--- config.mk ---
export PLATFORM = sky130hd
export DESIGN_NAME = icache
export DESIGN_NICKNAME = d
export VERILOG_FILES = /design/src/rtl/icache.sv
export SDC_FILE = /design/constraint.sdc
export NUM_CORES = 1
export LEC_CHECK = 0
export BUFFER_PORTS_ARGS = -buffer_cell sky130_fd_sc_hd__clkbuf_2
export CELL_PAD_IN_SITES_DETAIL_PLACEMENT = 1
export CELL_PAD_IN_SITES_GLOBAL_PLACEMENT = 2
export CORE_ASPECT_RATIO = 0.75
export CORE_MARGIN = 2
export CORE_UTILIZATION = 40
export CTS_CLUSTER_DIAMETER = 100
export DETAILED_ROUTE_END_ITERATION = 10
export PLACE_DENSITY_LB_ADDON = 0.1
export REMOVE_ABC_BUFFERS = 1
export SLEW_MARGIN = 20
export SYNTH_ARGS = -nofsm -noshare
export SYNTH_HDL_FRONTEND = slang
export SYNTH_SLANG_ARGS = --single-unit
--- constraint.sdc ---
create_clock -name CLK -period 17.3 [get_ports CLK]
set_clock_uncertainty 0.15 [all_clocks]
set_input_delay 0.865 -clock CLK [delete_from_list [all_inputs] [get_ports CLK]]
set_output_delay 0.865 -clock CLK [all_outputs]
set_load 0.1 [all_outputs]
--- src/rtl/icache.sv ---
// Direct-mapped read-only instruction cache with single-word miss fill.
// Hits return in the same cycle; misses fetch one word, then replay the lookup in IDLE.
module icache #(
  parameter int SETS  = 16,
  parameter int IDX_W = $clog2(SETS),
  parameter int TAG_W = 30 - IDX_W
) (
  input  logic        CLK,
  input  logic        RST,
  input  logic        imemREN,
  input  logic [31:0] imemaddr,
  output logic        ihit,
  output logic [31:0] imemload,
  output logic        iREN,
  output logic [31:0] iaddr,
  input  logic        iwait,
  input  logic [31:0] iload,
  output logic [31:0] hit_count,
  output logic [31:0] miss_count
);

  typedef enum logic {IDLE, FETCH} state_t;

  state_t            state, next_state;
  logic [SETS-1:0]   valid;
  logic [TAG_W-1:0]  tags [SETS];
  logic [31:0]       data [SETS];
  logic [29:0]       fill_word;

  logic [IDX_W-1:0]  idx, fill_idx;
  logic [TAG_W-1:0]  tag, fill_tag;
  logic              hit, miss, fill_done;
  logic              unused_bits;

  assign idx         = imemaddr[IDX_W+1:2];
  assign tag         = imemaddr[31:IDX_W+2];
  assign fill_idx    = fill_word[IDX_W-1:0];
  assign fill_tag    = fill_word[29:IDX_W];
  assign unused_bits = ^imemaddr[1:0];

  assign hit       = imemREN & valid[idx] & (tags[idx] == tag);
  assign miss      = (state == IDLE) & imemREN & ~hit;
  assign fill_done = (state == FETCH) & ~iwait;

  always_ff @(posedge CLK or posedge RST) begin
    if (RST) state <= IDLE;
    else     state <= next_state;
  end

  always_comb begin
    next_state = state;
    case (state)
      IDLE:    if (miss)  next_state = FETCH;
      FETCH:   if (!iwait) next_state = IDLE;
      default: next_state = IDLE;
    endcase
  end

  always_comb begin
    ihit     = 1'b0;
    imemload = 32'h0;
    iREN     = 1'b0;
    iaddr    = 32'h0;
    case (state)
      IDLE: begin
        ihit     = hit;
        imemload = hit ? data[idx] : 32'h0;
      end
      FETCH: begin
        iREN  = 1'b1;
        iaddr = {fill_word, 2'b00};
      end
      default: ;
    endcase
  end

  // Latched fill address lets the fetch stage move imemaddr during FETCH.
  always_ff @(posedge CLK or posedge RST) begin
    if (RST)       fill_word <= '0;
    else if (miss) fill_word <= imemaddr[31:2];
  end

  always_ff @(posedge CLK or posedge RST) begin
    if (RST)            valid           <= '0;
    else if (fill_done) valid[fill_idx] <= 1'b1;
  end

  // Tag/data are qualified by valid, so they need no reset.
  always_ff @(posedge CLK) begin
    if (fill_done) begin
      tags[fill_idx] <= fill_tag;
      data[fill_idx] <= iload;
    end
  end

  always_ff @(posedge CLK or posedge RST) begin
    if (RST) begin
      hit_count  <= 32'h0;
      miss_count <= 32'h0;
    end else if (state == IDLE && hit) begin
      hit_count  <= hit_count + 32'd1;
    end else if (miss) begin
      miss_count <= miss_count + 32'd1;
    end
  end

endmodule

==> reports/metrics.csv <==
metric;value;unit
grt_overflow;0;
async_reset_ff_frac;0.107;
whs;0.173;ns
area_growth;14.5;%
drcViolationCount;0;
gp_congestion;0.738;
path_clk_slew;0.06;ns
path_common_cell;buf_4;
synth_area;0.0411;mm2
required;16.28;ns
antenna_found_initial;10;
wl;106000;um
min_period;8.24;ns
synth_cell_types;67;
max_stage_delay;0.79;ns
clk_latency;0.69;ns
path_cells;buf_6 -> buf_4 -> buf_4 -> mux4_2 -> mux2i_1 -> xnor2_1 -> o31ai_1 -> or4b_2 -> and4b_1 -> nand2b_2 -> buf_4 -> nor2b_1 -> clkbuf_2;
fin_nets;2300;
core-area;0.102;mm2
hold_viol_final;0;
rows;101;
avgSynthCellArea;20.8;um2
initial_core_util;0.405;
drive_above_1_share;0.311;
ys_dominant_reg_cell;edfxtp_1;
mostFrequentLayoutCell;edfxtp_1;
cts_hold_buf;0;
fin_util;0.463;
multi_input_area;0.0101;mm2
startpoint;imemaddr[3];
tightestPinTransition;1.08;ns
drtIter0Drc;1508;
period_share;0.477;
synth.yosys.seq_area_share;0.745;
dp_hpwl;57500;um
port_buffers;193;
drv_cap;0;
ys_warn_count;0;
outcome;complete, no violations;
clock-sinks;1039;
crit_type;in -> out;
cts_tree;done;
post_cts_resized;0;
grt_pass1_wl;154000;um
grt_max_degree;72;
synthCells;1980;
grt_use_total;0.203;
cp_slowest_cell;buf_4;
yosys-top-cells-area;edfxtp_1 68%, mux4_2 13%, dfrtp_1 6.8%;
die-area;0.105;mm2
dr.pass1.iters;4;
htree_levels;3;
arrival;7.23;ns
regArea;0.0306;mm2
p_per_area;122;mW/mm2
rsz0062_at_grt;false;
wl_per_cell;28.9;um
yosys.area.top_type_share;0.677;
viasPerCell;5.54;
cts_buffer_depth;3;
vias;20300;
grt_pass1_vias;21700;
endpoint_kind;output pin;
crit_fanout;43;
worstHoldPathType;in -> async;
yosys.area.top_type;edfxtp_1;
io_pins;198;
maxSlewHeadroom;0.280;
fmax;0.121;GHz
nFillCells;9338;
critPathLaunchType;input port;
r2r_start;tags[6][5]$_DFFE_PP_;
setup_tns;0;ns
die_w;374;um
setup_viol;0;
final_area;0.0471;mm2
placed_cell_area;0.0437;mm2
vdd_drop_max;0.0000753;V
cts_setup_buffers;0;
ant_nets;0;
drv_slew;0;
final_cell_mix;928 x edfxtp_1, 243 x mux4_2, 189 x clkbuf_2, 110 x dfrtp_1, 108 x clkbuf_16;
cts_buffers;106;
ys_ff_latch;1039;
crit_buf_inv;5;
synth-edff-count;928;
die_h;282;um
crit_family;buffers and inverters;
leakagePower;16.1;nW
root_buffer;clkbuf_16;
## final timing paths
check / end / slack [ns] / depth (start not counted)
setup / recovery: imemload[14] / 9.06 / 13
hold / removal: hit_count[31]$_DFFE_PP0P_ / 0.17 / 2
setup reg to reg: hit_count[1]$_DFFE_PP0P_ / 12.79 / 10
hold reg to reg: valid[5]$_DFFE_PP0P_ / 0.32 / 1
max in group asynchronous: miss_count[0]$_DFFE_PP0P_ / 15.61 / 3
min in group CLK: state$_DFF_PP0_ / 0.28 / 2
## synthesized netlist by cell type, drive strengths merged (3+ instances only)
| cell type | n |
|---|---|
| edfxtp | 928 |
| mux4 | 251 |
| dfrtp | 111 |
| mux2i | 67 |
| xor2 | 65 |
| buf | 62 |
| nand2 | 47 |
| nor2b | 46 |
| and2 | 37 |
| nand3 | 37 |
| nor2 | 37 |
| nor3 | 34 |
| clkbuf | 33 |
| mux2 | 33 |
| xnor2 | 21 |
| a22oi | 19 |
| or2 | 17 |
| nand2b | 16 |
| nand4 | 11 |
| nor4 | 11 |
| and3 | 10 |
| a21oi | 9 |
| inv | 7 |
| nor3b | 6 |
| and4 | 5 |
| a211oi | 4 |
| a221oi | 4 |
| a22o | 4 |
| and4b | 4 |
| o2111ai | 4 |
| nor4b | 3 |
| o21ai | 3 |
| or3 | 3 |
| or3b | 3 |
| or4 | 3 |
## sequential cells by signal, summed over array words and instances, names as in the netlist
| signal | flops |
|---|---|
| valid | 16 |
| miss_count | 32 |
| hit_count | 32 |
| fill_word | 30 |
| tags | 416 |
| data | 512 |
| state | 1 |
## power by group
part           leakage (nW)  switching, mW  internal, mW
clock network          1.64          0.946          1.27
logic                  4.65          0.370         0.162
registers              9.77         0.0959          2.89
total                  16.1           1.41          4.32
## kinds of logic (layout without fill, tap and decap cells)
family / Yosys count / count (layout) / share of synthesized area
flip-flops: 1039 / 1039 / 0.745
multiplexers: 351 / 351 / 0.164
AND/OR/NAND/NOR: 335 / 335 / 0.0477
buffers and inverters: 102 / 439 / 0.0131
XOR/XNOR: 86 / 86 / 0.0183
AO/OA/AOI/OAI: 64 / 64 / 0.0117
adder cells (fa/ha/maj): 2 / 2 / 0.000608
other: 1 / 5 / 0.0000912
## through the flow
stage	setup slack (ns)	std cells	total power, mW
detailed placement	8.91	3461	3.58
global route	8.73	3659	5.93
finish	9.06	3660	5.73
CTS	8.88	3657	5.80
floorplan	10.76	1886	3.35
global placement	8.96	3461	3.56
## routing by layer
layer / GRT usage / part of all wire / up-vias / wire length [um]
met2: 0.324 / 0.48 / 446 / 50700
met5: 0 / 0.00057 / - / 60
li1: - / - / 8607 / -
met4: 0.0500 / 0.020 / 10 / 2150
met3: 0.0357 / 0.043 / 143 / 4580
met1: 0.292 / 0.46 / 11100 / 48400
## area by class of cell
class,instances,share of cell area
diodes,3,0.000159
inverters,7,0.000664
repair buffers,236,0.0281
well taps,1339,0.0356
clock buffers,143,0.0621
flip-flops and latches,1039,0.651
clock inverters,53,0.00869
multi-input cells,840,0.214
No activity file was read; power rests on OpenSTA's default activity.
